`src/rtl/score_keeper_pkg.sv`:
```
// score_keeper_pkg: shared pong match definitions.
// Holds the match-state encoding, player and serve-direction codes,
// the score digit width and a saturating score increment helper.
package score_keeper_pkg;

  localparam int DIGIT_W = 4;

  typedef enum logic [1:0] {
    ST_IDLE  = 2'd0,
    ST_PLAY  = 2'd1,
    ST_PAUSE = 2'd2,
    ST_OVER  = 2'd3
  } state_t;

  localparam logic PLAYER_L  = 1'b0;
  localparam logic PLAYER_R  = 1'b1;
  localparam logic DIR_LEFT  = 1'b0;
  localparam logic DIR_RIGHT = 1'b1;

  // Increment a score digit, holding at lim so the display never sees >9.
  function automatic logic [DIGIT_W-1:0] sat_inc(input logic [DIGIT_W-1:0] v,
                                                 input logic [DIGIT_W-1:0] lim);
    return (v >= lim) ? lim : v + 1'b1;
  endfunction

endpackage

```
`src/rtl/score_keeper_frame_timer.sv`:
```
// score_keeper_frame_timer: loadable 8-bit frame down-counter.
// Ports:
//   clk_0, rst    pixel clock, synchronous active-low reset
//   load          hold the counter at load_val (load wins over tick)
//   tick          frame_tick; decrements a non-zero count
//   load_val      preset value (also the reload value when AUTO_RELOAD)
//   done          combinational pulse on the tick that reaches zero
// With AUTO_RELOAD the count wraps back to load_val instead of parking at 0,
// giving a periodic done every load_val ticks.
module score_keeper_frame_timer #(
  parameter bit AUTO_RELOAD = 1'b0
) (
  input  logic       clk_0,
  input  logic       rst,
  input  logic       load,
  input  logic       tick,
  input  logic [7:0] load_val,
  output logic       done
);

  logic [7:0] cnt;

  // Combinational so the owner can register its reaction one cycle after the tick.
  assign done = tick && !load && (cnt == 8'd1);

  always_ff @(posedge clk_0) begin
    if (!rst)                     cnt <= '0;
    else if (load)                cnt <= load_val;
    else if (AUTO_RELOAD && done) cnt <= load_val;
    else if (tick && cnt != 8'd0) cnt <= cnt - 8'd1;
  end

endmodule

```
`src/rtl/score_keeper.sv`:
```
// score_keeper: pong match-state controller.
// Turns goal pulses into per-player scores, sequences serve / play /
// point-pause / game-over and gates ball motion.
// Ports:
//   clk_0, rst               pixel clock, synchronous active-low reset
//   frame_tick               one pulse per frame
//   goal_left / goal_right   ball left via that edge (opposite player scores)
//   serve_btn                debounced serve/start level
//   score_l / score_r        digits for the score displays
//   show_l / show_r          digit visibility (winner blinks in OVER)
//   play_en                  ball/paddles may move
//   ball_reset, serve_dir    one-cycle recentre/launch and its direction
//   game_over, winner        match finished and who won
module score_keeper
  import score_keeper_pkg::*;
#(
  parameter int WIN_SCORE    = 9,
  parameter int PAUSE_FRAMES = 60,
  parameter int BLINK_FRAMES = 15
) (
  input  logic               clk_0,
  input  logic               rst,
  input  logic               frame_tick,
  input  logic               goal_left,
  input  logic               goal_right,
  input  logic               serve_btn,
  output logic [DIGIT_W-1:0] score_l,
  output logic [DIGIT_W-1:0] score_r,
  output logic               show_l,
  output logic               show_r,
  output logic               play_en,
  output logic               ball_reset,
  output logic               serve_dir,
  output logic               game_over,
  output logic               winner
);

  localparam logic [DIGIT_W-1:0] WIN_D = DIGIT_W'(WIN_SCORE);

  state_t             state;
  logic               serve_btn_q;
  logic               serve_rise;
  logic               pause_done;
  logic               blink_done;
  logic [DIGIT_W-1:0] next_l;
  logic [DIGIT_W-1:0] next_r;

  assign serve_rise = serve_btn & ~serve_btn_q;
  assign next_l     = sat_inc(score_l, WIN_D);
  assign next_r     = sat_inc(score_r, WIN_D);

  // Each timer is held at its preset outside the state that uses it, so the
  // count always starts fresh on entry and the first in-state tick counts.
  score_keeper_frame_timer #(.AUTO_RELOAD(1'b0)) u_pause (
    .clk_0    (clk_0),
    .rst      (rst),
    .load     (state != ST_PAUSE),
    .tick     (frame_tick),
    .load_val (8'(PAUSE_FRAMES)),
    .done     (pause_done)
  );

  score_keeper_frame_timer #(.AUTO_RELOAD(1'b1)) u_blink (
    .clk_0    (clk_0),
    .rst      (rst),
    .load     (state != ST_OVER),
    .tick     (frame_tick),
    .load_val (8'(BLINK_FRAMES)),
    .done     (blink_done)
  );

  always_ff @(posedge clk_0) begin
    if (!rst) begin
      state       <= ST_IDLE;
      serve_btn_q <= 1'b1;  // a button held through reset is not a press
      score_l     <= '0;
      score_r     <= '0;
      show_l      <= 1'b1;
      show_r      <= 1'b1;
      play_en     <= 1'b0;
      ball_reset  <= 1'b0;
      serve_dir   <= DIR_LEFT;
      game_over   <= 1'b0;
      winner      <= PLAYER_L;
    end else begin
      serve_btn_q <= serve_btn;
      ball_reset  <= 1'b0;
      case (state)
        ST_IDLE: if (serve_rise) begin
          ball_reset <= 1'b1;
          serve_dir  <= DIR_LEFT;
          play_en    <= 1'b1;
          state      <= ST_PLAY;
        end
        ST_PLAY: begin
          if (goal_left && goal_right) begin
            // Simultaneous exit: no point awarded, just re-serve after the pause.
            play_en <= 1'b0;
            state   <= ST_PAUSE;
          end else if (goal_left) begin
            score_r   <= next_r;
            serve_dir <= DIR_LEFT;
            play_en   <= 1'b0;
            if (next_r == WIN_D) begin
              game_over <= 1'b1;
              winner    <= PLAYER_R;
              state     <= ST_OVER;
            end else begin
              state <= ST_PAUSE;
            end
          end else if (goal_right) begin
            score_l   <= next_l;
            serve_dir <= DIR_RIGHT;
            play_en   <= 1'b0;
            if (next_l == WIN_D) begin
              game_over <= 1'b1;
              winner    <= PLAYER_L;
              state     <= ST_OVER;
            end else begin
              state <= ST_PAUSE;
            end
          end
        end
        ST_PAUSE: if (pause_done) begin
          ball_reset <= 1'b1;
          play_en    <= 1'b1;
          state      <= ST_PLAY;
        end
        ST_OVER: begin
          if (serve_rise) begin
            score_l    <= '0;
            score_r    <= '0;
            show_l     <= 1'b1;
            show_r     <= 1'b1;
            game_over  <= 1'b0;
            serve_dir  <= ~winner;  // loser receives the first serve
            ball_reset <= 1'b1;
            play_en    <= 1'b1;
            state      <= ST_PLAY;
          end else if (blink_done) begin
            if (winner == PLAYER_R) show_r <= ~show_r;
            else                    show_l <= ~show_l;
          end
        end
        default: state <= ST_IDLE;
      endcase
    end
  end

endmodule

```
`config.mk`:
```
export PLATFORM = sky130hd
export DESIGN_NAME = score_keeper
export DESIGN_NICKNAME = d
export VERILOG_FILES = /design/src/rtl/score_keeper_pkg.sv /design/src/rtl/score_keeper_frame_timer.sv /design/src/rtl/score_keeper.sv
export SDC_FILE = /design/constraint.sdc
export NUM_CORES = 1
export LEC_CHECK = 0
export ABC_AREA = 1
export CAP_MARGIN = 20
export CORE_MARGIN = 1.5
export CORE_UTILIZATION = 60
export DETAILED_ROUTE_END_ITERATION = 8
export HOLD_SLACK_MARGIN = 0.12
export PLACE_DENSITY = 0.84
export SLEW_MARGIN = 40
export SYNTH_ARGS = -nofsm -noshare
export SYNTH_HDL_FRONTEND = slang
export SYNTH_SLANG_ARGS = --single-unit
```
`constraint.sdc`:
```
create_clock -name clk_0 -period 2.6 [get_ports clk_0]
set_clock_uncertainty 0.2 [all_clocks]
set_input_delay 0.52 -clock clk_0 [delete_from_list [all_inputs] [get_ports clk_0]]
set_output_delay 0.52 -clock clk_0 [all_outputs]
set_load 0.05 [all_outputs]
```
# ---- Word level (Yosys, flattened, before mapping)
# Index checks and enable logic that the tools add are counted.
dict set report totals {
  regBits 34
  input_bits 6
  output_inout_bits 15
  elab_cells 135
}
dict set report op_classes {
  add_sub_neg 4
  order_cmp 2
  eq_ne 23
  n_mux 53
  bitwise_logic 7
  reduce_logical 31
}
# op n
set op_table {}
lappend op_table {{$mux W4} 11}
lappend op_table {{$mux W1} 28}
lappend op_table {{$ne A2 B2 Y1 const B} 9}
lappend op_table {{$eq A8 B1 Y1 const B} 2}
lappend op_table {{$pmux W4 S2} 2}
lappend op_table {{$reduce_bool A8 Y1} 2}
lappend op_table {{$sub A8 B1 Y8 const B} 2}
lappend op_table {{$reduce_and A5 Y1} 3}
lappend op_table {{$mux W6} 2}
lappend op_table {{$reduce_bool A2 Y1} 6}
lappend op_table {{$mux W2} 5}
lappend op_table {{$ne A3 B3 Y1 const B} 3}
lappend op_table {{$reduce_and A3 Y1} 3}
lappend op_table {{$add A4 B1 Y4 const B} 2}
lappend op_table {{$eq A4 B4 Y1 const B} 2}
lappend op_table {{$ge A4 B4 Y1 const B} 2}
lappend op_table {{$logic_and A1 B1 Y1} 7}
lappend op_table {{$ne A2 B1 Y1 const B} 3}
lappend op_table {{$not A1 Y1} 6}
lappend op_table {{$pmux W1 S3} 2}
lappend op_table {{$pmux W2 S3} 1}
lappend op_table {{$reduce_and A6 Y1} 1}
lappend op_table {{$reduce_bool A3 Y1} 2}
lappend op_table {{$eq A2 B2 Y1 const B} 2}
lappend op_table {{other kinds (9)} 12}

# ---- Depth between registers and ports, before layout
# Gate-level depths: netlist of the first run.
dict set report logic_depth {
  ltp_word 8
  depth_mapped 12
  depth_no_buf 12
}

# ---- By module
# A second synthesis of the first run with hierarchy kept.
dict set report hier_totals {
  hier_cells 376
  area_unflattened_um2 2462.4
}
# module n_inst cells_per_inst area_each_um2 seq_area_each_um2
set modules_own_cells {}
lappend modules_own_cells {score_keeper 1 163 1131.1 360.3}
lappend modules_own_cells {{score_keeper_frame_timer at u_blink} 1 119 730.7 160.2}
lappend modules_own_cells {{score_keeper_frame_timer at u_pause} 1 94 600.6 160.2}

# ---- Worst setup path after synthesis of the first run
# No wires, ideal clock.
dict set report synth_path {
  path_kind {register -> register}
  from {register score_l[1]}
  to {register game_over}
  setup_time_ns 0.117
  arrival_ns 1.655
  t_required_ns 2.283
  path_slack_ns 0.628
  path_stages_with_launch 11
  n_path_buf 0
  period_less_slack_ns 1.972
  path_cell_list {dfxtp_1 inv_1 ha_1 nor2_1 nand2_1 nand2_1 nand2_1 nand3_1 nand3_1 a21oi_1 nor2_1}
}
dict set report synth_via {
  elab_chain_cells 5
  word_cells_on_any_way 6
  classes_between {add/sub: 1; order compare: 1; eq/ne: 2; mux: 1; reduce/logical: 1}
}
# element line
set synth_lines {}
lappend synth_lines {{from (decl)} score_keeper.sv:27} ;# output logic [DIGIT_W-1:0] score_l,
lappend synth_lines {{from (signal assigned)} score_keeper.sv:112} ;# score_l <= next_l;
lappend synth_lines {{$add A4 B1 Y4 / $ge A4 B4 Y1 (equally long branches)} score_keeper_pkg.sv:23} ;# return (v >= lim) ? lim : v + 1'b1;
lappend synth_lines {{$mux W4 (*)} score_keeper_pkg.sv:23}
lappend synth_lines {{$eq A4 B4 Y1 (*)} score_keeper.sv:115} ;# if (next_l == WIN_D) begin
lappend synth_lines {{$ne A3 B3 Y1 (no line) (*)} n/a}
lappend synth_lines {{$reduce_and A6 Y1 (no line) (*)} n/a}
lappend synth_lines {{to (signal assigned)} score_keeper.sv:105} ;# game_over <= 1'b1;
lappend synth_lines {{to (signal assigned)} score_keeper.sv:116} ;# game_over <= 1'b1;
lappend synth_lines {{to (signal assigned)} score_keeper.sv:135} ;# game_over <= 1'b0;
lappend synth_lines {{to (decl)} score_keeper.sv:34} ;# output logic game_over,
# Every way passes the cells marked *; elsewhere a longest branch is shown, timed or not.
# A chain may end at the register's enable or synchronous reset.

# ---- Worst setup path after layout of the first run
dict set report layout_path {
  from {register score_l[0]}
  to {output port score_l[0]}
}
# No word-level cell between the ends.

==> results of run 1 <==
==> cells by family after synthesis <==
| group | count (synthesis) | share of synthesized area |
|---|---|---|
| AO/OA/AOI/OAI | 47 | 0.129 |
| XOR/XNOR | 4 | 0.0174 |
| buffers and inverters | 52 | 0.101 |
| AND/OR/NAND/NOR | 149 | 0.317 |
| adder cells (fa/ha/maj) | 16 | 0.0991 |
| flip-flops | 34 | 0.337 |
==> worst min-delay path, delay by kind of cell, from the launching register on <==
family | cells | cell delay, ps
AO/OA/AOI/OAI | 1 | 50
flip-flops | 1 | 330
buffers and inverters | 1 | 50
==> synthesized netlist by cell type, drive strengths merged, types with 3 or more instances <==
cell type | count | area [sq um]
nand2 | 81 | 312
inv | 47 | 179
dfxtp | 34 | 681
nor2 | 30 | 125
nand3 | 29 | 145
a21oi | 28 | 151
ha | 16 | 200
o21ai | 14 | 73.8
nand4 | 4 | 25.0
clkbuf | 3 | 12.5
xnor2 | 3 | 26.3
==> layout by cell type (no fill, tap or decap), drive strengths merged, types with 2 or more instances in the layout <==
cell | Yosys | layout
nand3b | 2 | 2
clkbuf | 3 | 7
ha | 16 | 16
a21oi | 28 | 28
a211oi | 2 | 2
buf | 2 | 2
nand2 | 81 | 81
dfxtp | 34 | 34
nor2 | 30 | 30
a31oi | 2 | 2
clkdlybuf4s50 | 0 | 20
inv | 47 | 47
nand4 | 4 | 4
o21ai | 14 | 14
nand3 | 29 | 29
xnor2 | 3 | 3
==> layout make-up <==
cell class,instances,area (sq um)
multi-input combinational,216,1130
inverter,47,179
sequential,34,681
tap,44,55.1
clock buffer,7,45.0
fill,268,818
timing repair buffer,22,215
==> report_power, final <==
| part | switching, mW | leakage [nW] | internal, mW | total, mW |
|---|---|---|---|---|
| registers | 0.0551 | 0.278 | 0.574 | 0.629 |
| logic | 0.377 | 0.688 | 0.197 | 0.575 |
| clock network | 0.176 | 0.0254 | 0.102 | 0.278 |
==> path summary, 6_finish.rpt <==
path                                      from             end
worst max-delay path                score_l[0]      score_l[0]
worst min register to register         play_en         play_en
worst max register to register  u_pause.cnt[0]  u_pause.cnt[6]
worst min-delay path                   play_en         play_en
==> routing by layer <==
metal	vias to the layer above	part of all wire	wire (um)	GRT usage
li1	1012	-	-	-
met1	809	0.52	2050	0.334
met2	42	0.43	1700	0.364
met3	14	0.034	134	0.0567
met4	0	0.020	79	0.0901
met5	-	0	0	0
==> registers in the layout, indices dropped and copies added (netlist names) <==
signal	cells
show_l	1
game_over	1
score_r	4
serve_btn_q	1
u_blink.cnt	8
play_en	1
state	2
ball_reset	1
score_l	4
winner	1
serve_dir	1
show_r	1
u_pause.cnt	8
==> metrics.md, run 1 <==
| Metric | Value |
|---|---|
| Starting density of the core | 0.646 |
| VDD IR max | 0.505 mV |
| Post-synth EDFFs | 0 |
| Worst Hold Margin | 254 ps |
| Static Leak | 0.992 nW |
| Cell Count, Final, Fillers Out | 370 |
| Initial antenna violation count | 0 |
| Final design area excluding fillers | 0.00231 sq mm |
| Minimum clock period | 2370 ps |
| Clock tree from TritonCTS | done |
| Count of endpoints failing hold in the final timing report | 0 |
| Post-synthesis sequential area ratio | 0.337 |
| Top delay family on crit path | buffers and inverters |
| Mapped Nets | 324 |
| Bufs and invs on worst path | 1 |
| Min setup slack post-route | 231 ps |
| Clock Sink Count | 34 |
| CTS Root Buffer Type | sky130_fd_sc_hd__clkbuf_4 |
| Post-synthesis async set-or-reset flop share | 0 |
| Number of cells after detailed placement | 363 |
| Via total after detailed routing | 1877 |
| Largest net degree at the start of global routing | 14 |
| CP max FO | 7 |
| Post-CTS setup buffer count | 0 |
| Inserted Diodes | 0 |
| Number of detailed-route iterations in the first pass | 4 |
| Critical path depth | 1 |
| Fin Setup TNS | 0 ps |
| Port Buffers | 20 |
| Yosys warns | 0 |
| Gr ovfl total | 0 |
| Instance count along the most critical hold path | 2 |
| Cell-by-cell listing of the critical path | clkdlybuf4s50_1 |
| Setup slack at placement | 297 ps |
| Depth of the worst register-to-register path | 10 |
| Layout cell share with drive strength beyond 1 | 0.0613 |
| Max-slew headroom at the worst pin | 0.665 |
| Post-DP HPWL | 2.98 mm |
| Pin slew with the least headroom to its limit | 502 ps |
| GRT Total Usage | 0.240 |
| RSZ-0062 raised after global routing | no |
| Site row count | 20 |
| Total power consumption of the routed design | 1.48 mW |
| Instance count of the mapped netlist | 302 |
| Detail Route Antenna Nets | 0 |
| Worst setup EP type | output pin |
| Latest clock arrival within the worst-skew pair | 340 ps |
| Total Wirelength | 3.96 mm |
| Die width | 61.0 um |
| Layout Utilization | 0.738 |
| DIE HEIGHT | 61.0 um |
| Syn Area/Cell | 6.69 sq um |
| Count of final setup violators | 0 |
| CTS Buffer Depth | 2 |
| Inserted Clock Buffers | 5 |
| Clk slew on worst S/H paths | 100 ps |
| Final Max Tran Viols | 0 |
| Number of max-capacitance violations reported | 0 |
| Startpoint type of the worst setup path | register |
| Number of levels in the clock H-tree | 2 |
| Crit Path Category | register to output pin |
| Result of the run | completed |
| Max Fclk | 0.422 GHz |
| Minimum setup slack among reg-to-reg paths | 610 ps |
| 1st-iter DRT viols | 120 |
| Area Overhead vs Synth | 14.4% |
| Routability congestion estimate from global placement | 0.850 |
| Power density relative to cell area | 641 mW/mm^2 |
| Number of global-route vias before repair | 1637 |
| Wirelength per Cell | 10.7 um |
| Primary FF master, synth | sky130_fd_sc_hd__dfxtp_1 |
| Data arrival time of the worst path | 1650 ps |
| First-pass GRT wire length | 6.74 mm |
| Count of unique library cells instantiated by Yosys | 30 |
| Data required, critical path | 1880 ps |
| Path class of the lowest-slack min-delay path | register to register |
| Delay of the slowest critical-path stage | 850 ps |
| Critical-path cell with the highest stage delay | sky130_fd_sc_hd__clkdlybuf4s50_1 |
| Post-DR vias/cell | 5.07 |
| Flip-flop and latch count after synthesis | 34 |
| Top-level port count | 21 |
| Total core area | 0.00313 sq mm |
| Total die area | 0.00372 sq mm |
| Post-route DRC violation count | 0 |
| Count of cells resized by post-cts repair | 0 |
| Final layout net count | 348 |
| Hold-fix buffers at CTS | 0 |
| Share of the clock period used by the worst path after layout | 0.911 |
| Post-synthesis instance area | 0.00202 sq mm |
| Standard cell area after detailed placement | 0.00226 sq mm |
Note: power is estimated with default switching activity, not from simulation.
==> run 2, diff against run 1 <==
- CAP_MARGIN: 20 -> 15
- CELL_PAD_IN_SITES_DETAIL_PLACEMENT: not set -> 0
- CELL_PAD_IN_SITES_GLOBAL_PLACEMENT: not set -> 1
- CORE_UTILIZATION: 60 -> 43
==> run 2 against run 1 <==
  * Critical path depth unchanged
  * Sequential cell count unchanged
  * Register-to-register slack about the same
  * Critical path type unchanged
  * Largest cell class unchanged
==> metrics.md, run 2 (same netlist as run 1, synthesis figures left out) <==
| Metric | Value |
|---|---|
| Inserted Diodes | 0 |
| Depth of the worst register-to-register path | 10 |
| Minimum clock period | 2320 ps |
| Post-DP HPWL | 3.16 mm |
| Worst setup EP type | output pin |
| Final design area excluding fillers | 0.00238 sq mm |
| Post-CTS setup buffer count | 0 |
| Share of the clock period used by the worst path after layout | 0.893 |
| Power density relative to cell area | 712 mW/mm^2 |
| Total die area | 0.00512 sq mm |
| Max Fclk | 0.431 GHz |
| Latest clock arrival within the worst-skew pair | 300 ps |
| Cell-by-cell listing of the critical path | clkdlybuf4s50_1 |
| Start point of the worst min-delay path | play_en |
| Count of cells resized by post-cts repair | 0 |
| Top delay family on crit path | buffers and inverters |
| Top Registers | u_blink.cnt (8), u_pause.cnt (8) |
| Total Wirelength | 4.22 mm |
| Count of endpoints failing hold in the final timing report | 0 |
| Data required, critical path | 1880 ps |
| Worst reg2reg path startpoint | u_pause.cnt[0] |
| Most common cell after layout, fill and taps aside | sky130_fd_sc_hd__nand2_1 |
| Crit Path Category | register to output pin |
| VDD IR max | 0.538 mV |
| Initial antenna violation count | 0 |
| Standard cell area after detailed placement | 0.00227 sq mm |
| Max-slew headroom at the worst pin | 0.669 |
| Instance count along the most critical hold path | 2 |
| Total core area | 0.00444 sq mm |
| Bufs and invs on worst path | 1 |
| Post-DR vias/cell | 4.87 |
| Wirelength per Cell | 11.1 um |
| Number of levels in the clock H-tree | 2 |
| Clock tree from TritonCTS | done |
| 1st-iter DRT viols | 106 |
| Layout cell share with drive strength beyond 1 | 0.0703 |
| Detail Route Antenna Nets | 0 |
| First-pass GRT wire length | 7.18 mm |
| Largest net degree at the start of global routing | 16 |
| CP max FO | 7 |
| Number of global-route vias before repair | 1599 |
| Data arrival time of the worst path | 1600 ps |
| Port Buffers | 20 |
| Minimum setup slack among reg-to-reg paths | 620 ps |
| Fill cells | 480 |
| RSZ-0062 raised after global routing | no |
| Clk slew on worst S/H paths | 70 ps |
| Inserted Clock Buffers | 5 |
| Via total after detailed routing | 1846 |
| Top library cells by usage in the layout, fill and taps aside | sky130_fd_sc_hd__nand2_1 (78), sky130_fd_sc_hd__inv_1 (42), sky130_fd_sc_hd__dfxtp_1 (34), sky130_fd_sc_hd__nand3_1 (29) |
| R2r endpoint | u_pause.cnt[6] |
| Die width | 71.5 um |
| Delay of the slowest critical-path stage | 850 ps |
| Result of the run | completed |
| Hold Crit Endpoint | play_en |
| Gr ovfl total | 0 |
| Number of max-capacitance violations reported | 0 |
| Static Leak | 1.02 nW |
| DIE HEIGHT | 71.5 um |
| Final Max Tran Viols | 0 |
| Post-route DRC violation count | 0 |
| Top-level port count | 21 |
| Final layout net count | 348 |
| Site row count | 24 |
| CTS Root Buffer Type | sky130_fd_sc_hd__clkbuf_8 |
| CTS Buffer Depth | 2 |
| Critical-path cell with the highest stage delay | sky130_fd_sc_hd__clkdlybuf4s50_1 |
| Startpoint type of the worst setup path | register |
| Pin slew with the least headroom to its limit | 495 ps |
| Clock Sink Count | 34 |
| Count of final setup violators | 0 |
| Hold-fix buffers at CTS | 0 |
| Fin Setup TNS | 0 ps |
| Routability congestion estimate from global placement | 0.831 |
| Starting density of the core | 0.454 |
| GRT Total Usage | 0.178 |
| Path class of the lowest-slack min-delay path | register to register |
| Area Overhead vs Synth | 18.0% |
| Number of detailed-route iterations in the first pass | 6 |
-- run 2: cell type report --
class	count	area (sq um)	area share
Clock inverter	3	40.0	0.0168
Sequential cell	34	681	0.286
Inverter	47	179	0.0751
Timing Repair Buffer	22	215	0.0903
Clock buffer	5	68.8	0.0289
Multi-Input combinational cell	216	1130	0.476
Tap cell	52	65.1	0.0273
-- run 2: power by group --
part	total (mW)	internal [mW]	switching [mW]	leakage, nW
Clock	0.489	0.282	0.207	0.0579
Sequential	0.630	0.574	0.0565	0.278
Combinational	0.578	0.197	0.380	0.688
Total	1.70	1.05	0.643	1.02
-- run 2: stage by stage --
| stage | instances | worst slack (ps) | power, mW | hold slack, ps | util |
|---|---|---|---|---|---|
| 2_1_floorplan | 302 | 628 | 1.07 | 247 | - |
| 4_1_cts | 379 | 260 | 1.71 | 259 | 0.536 |
| 3_3_place_gp | 371 | 367 | 1.22 | 237 | 0.512 |
| 3_5_place_dp | 371 | 313 | 1.22 | 240 | 0.512 |
| 6_report | 379 | 278 | 1.70 | 257 | 0.536 |
| 5_1_grt | 379 | 208 | 1.82 | 278 | 0.536 |
-- run 2: per-layer routing --
| metal | track usage | part of all wire | vias to the layer above |
|---|---|---|---|
| li1 | - | - | 1010 |
| met1 | 0.237 | 0.52 | 810 |
| met2 | 0.282 | 0.44 | 19 |
| met3 | 0.0436 | 0.026 | 7 |
| met4 | 0.0629 | 0.017 | 0 |
| met5 | 0 | 0 | - |
-- run 2: worst max path at each step --
stage,from,endpoint,slack [ps],depth (start not counted)
after floorplan,score_l[1],game_over,630,10
after global placement,frame_tick,u_pause.cnt[6],370,8
after detailed placement,frame_tick,u_pause.cnt[6],310,8
after CTS,score_l[0],score_l[0],260,1
after global routing,score_l[0],score_l[0],210,1
final,score_r[0],score_r[0],280,1
-- run 2: worst register-to-register path, cell delays in order (launching register included) --
cell and delay (ps):
sky130_fd_sc_hd__dfxtp_1 380, sky130_fd_sc_hd__inv_1 140, sky130_fd_sc_hd__ha_1 220, sky130_fd_sc_hd__nand2_1 60
sky130_fd_sc_hd__nor2_1 40, sky130_fd_sc_hd__nor2_1 310, sky130_fd_sc_hd__nand3_1 190, sky130_fd_sc_hd__nor2_1 160
sky130_fd_sc_hd__nand3_1 80, sky130_fd_sc_hd__nand2_1 60, sky130_fd_sc_hd__nor2_1 30
==> run 3, diff against run 2 <==
- CORE_ASPECT_RATIO: not set -> 2
- TNS_END_PERCENT: not set -> 1
==> run 3 against run 2 <==
  * Cell area fell by 0.26%
  * Clock power fell by 15%
  * Clock-buffer cell count rose by 2
  * Largest power group unchanged
  * Register-to-register slack improved by 20 ps
  * Setup slack got worse by 3.1 ps
  * Cell count rose by 1.1%
  * Sequential share of layout area rose by 0.075 points
  * Critical endpoint is now score_l[0]
  * Sequential cell count did not move
  * Sequential power barely moved
  * Hold slack got worse by 11 ps
==> metrics.md, run 3 (same netlist as run 1, synthesis figures left out) <==
| Metric | Value |
|---|---|
| Result of the run | completed |
| Site row count | 35 |
| Path class of the lowest-slack min-delay path | register to register |
| Crit Path Category | register to output pin |
| Area Overhead vs Synth | 17.7% |
| Number of detailed-route iterations in the first pass | 4 |
| Internal power | 0.986 mW |
| 1st-iter DRT viols | 24 |
| Clk slew on worst S/H paths | 70 ps |
| Via total after detailed routing | 1910 |
| Data required, critical path | 1880 ps |
| R2r endpoint | u_blink.cnt[1] |
| Clock Sink Count | 34 |
| Inserted Clock Buffers | 5 |
| Setup slack at placement | 357 ps |
| Pin slew with the least headroom to its limit | 498 ps |
| Post-CTS setup buffer count | 0 |
| First-pass GRT wire length | 8.01 mm |
| CTS Root Buffer Type | sky130_fd_sc_hd__clkbuf_8 |
| CP max FO | 7 |
| Layout cell share with drive strength beyond 1 | 0.0701 |
| Data arrival time of the worst path | 1600 ps |
| Net switching power of the design | 0.652 mW |
| Static Leak | 1.02 nW |
| Number of global-route vias before repair | 1841 |
| Total Wirelength | 4.72 mm |
| Top library cells by usage in the layout, fill and taps aside | sky130_fd_sc_hd__nand2_1 (78), sky130_fd_sc_hd__inv_1 (42), sky130_fd_sc_hd__dfxtp_1 (34), sky130_fd_sc_hd__nand3_1 (29) |
| Relative contribution of sequential cells to total power | 0.385 |
| Minimum clock period | 2320 ps |
| Worst setup EP type | output pin |
| Delay of the slowest critical-path stage | 850 ps |
| Clock group share of total power | 0.254 |
| Largest net degree at the start of global routing | 16 |
| Top-level port count | 21 |
| CTS Buffer Depth | 2 |
| Starting density of the core | 0.443 |
| Initial antenna violation count | 0 |
| Instance count along the most critical hold path | 2 |
| Sw Share | 0.398 |
| Latest clock arrival within the worst-skew pair | 290 ps |
| Die width | 51.5 um |
| Max-slew headroom at the worst pin | 0.667 |
| Worst Hold Margin | 246 ps |
| Min setup slack post-route | 275 ps |
| Post-route DRC violation count | 0 |
| Post-DP HPWL | 3.65 mm |
| Number of levels in the clock H-tree | 2 |
| Top delay family on crit path | buffers and inverters |
| Routability congestion estimate from global placement | 0.856 |
| Fin Setup TNS | 0 ps |
| DIE HEIGHT | 99.9 um |
| Gr ovfl total | 0 |
| Count of cells resized by post-cts repair | 0 |
| Most common cell after layout, fill and taps aside | sky130_fd_sc_hd__nand2_1 |
| Total die area | 0.00514 sq mm |
| Clock tree from TritonCTS | done |
| VDD IR max | 0.346 mV |
| Number of max-capacitance violations reported | 0 |
| Detail Route Antenna Nets | 0 |
| Post-DR vias/cell | 4.99 |
| Bufs and invs on worst path | 1 |
| Worst reg2reg path startpoint | state[1] |
| GRT Total Usage | 0.205 |
| Minimum setup slack among reg-to-reg paths | 640 ps |
| Hold Crit Endpoint | play_en |
| RSZ-0062 raised after global routing | no |
| Start point of the worst min-delay path | play_en |
| Final Max Tran Viols | 0 |
| Max Fclk | 0.430 GHz |
| Depth of the worst register-to-register path | 6 |
| Port Buffers | 20 |
| Power density relative to cell area | 689 mW/mm^2 |
| Gate power share | 0.361 |
| Top Registers | u_blink.cnt (8), u_pause.cnt (8) |
| Hold-fix buffers at CTS | 0 |
| Cell-by-cell listing of the critical path | clkdlybuf4s50_1 |
| Inserted Diodes | 0 |
| Count of final setup violators | 0 |
| Startpoint type of the worst setup path | register |
| Critical-path cell with the highest stage delay | sky130_fd_sc_hd__clkdlybuf4s50_1 |
| Share of the clock period used by the worst path after layout | 0.894 |
| Wirelength per Cell | 12.3 um |
| Final layout net count | 349 |
| Total core area | 0.00455 sq mm |
| Count of endpoints failing hold in the final timing report | 0 |
run 3: changes by cell type in the layout (fill, tap and decap cells not counted), sizes merged:
cell | previous run | this run
buf | 2 | 3
bufinv | 1 | 0
clkbuf | 5 | 7
clkinv | 2 | 1
run 3: layer usage:
metal  vias to the layer above  part of all wire  GRT usage
met4                         0             0.030      0.111
met1                       855              0.39      0.198
met2                        37              0.56      0.393
met5                         -                 0          0
li1                       1007                 -          -
met3                        11             0.023     0.0268
run 3: through the flow:
step	total power, mW	util	instances	cell area [sq um]
after floorplan	1.07	-	302	2020
after global routing	1.75	0.522	383	2380
after CTS	1.66	0.522	383	2380
final	1.64	0.522	383	2380
after detailed placement	1.24	0.502	375	2290
after global placement	1.23	0.502	375	2290
run 3: cell type report:
cell class              count  area, sq um
clock buffers               7         86.3
clock inverters             1         5.00
fillers                   487         2180
inverters                  47          179
multi-input cells         216         1130
flip-flops and latches     34          681
well taps                  55         68.8
repair buffers             23          223
run 3: power groups by stage:
stage / Combinational (mW) / Sequential [mW] / Clock, mW
after floorplan: 0.329 / 0.741 / 0
after global placement: 0.593 / 0.641 / 0
after detailed placement: 0.595 / 0.642 / 0
after CTS: 0.597 / 0.630 / 0.432
after global routing: 0.669 / 0.639 / 0.447
final: 0.591 / 0.631 / 0.416
run 3: worst max path at each step:
stage / start / end / slack (ps) / cells past startpoint
after floorplan: score_l[1] / game_over / 630 / 10
after global placement: serve_btn / score_l[1] / 380 / 11
after global routing: score_l[0] / score_l[0] / 230 / 1
final: score_l[0] / score_l[0] / 280 / 1
after CTS: score_l[0] / score_l[0] / 260 / 1
after detailed placement: serve_btn / score_l[1] / 360 / 11
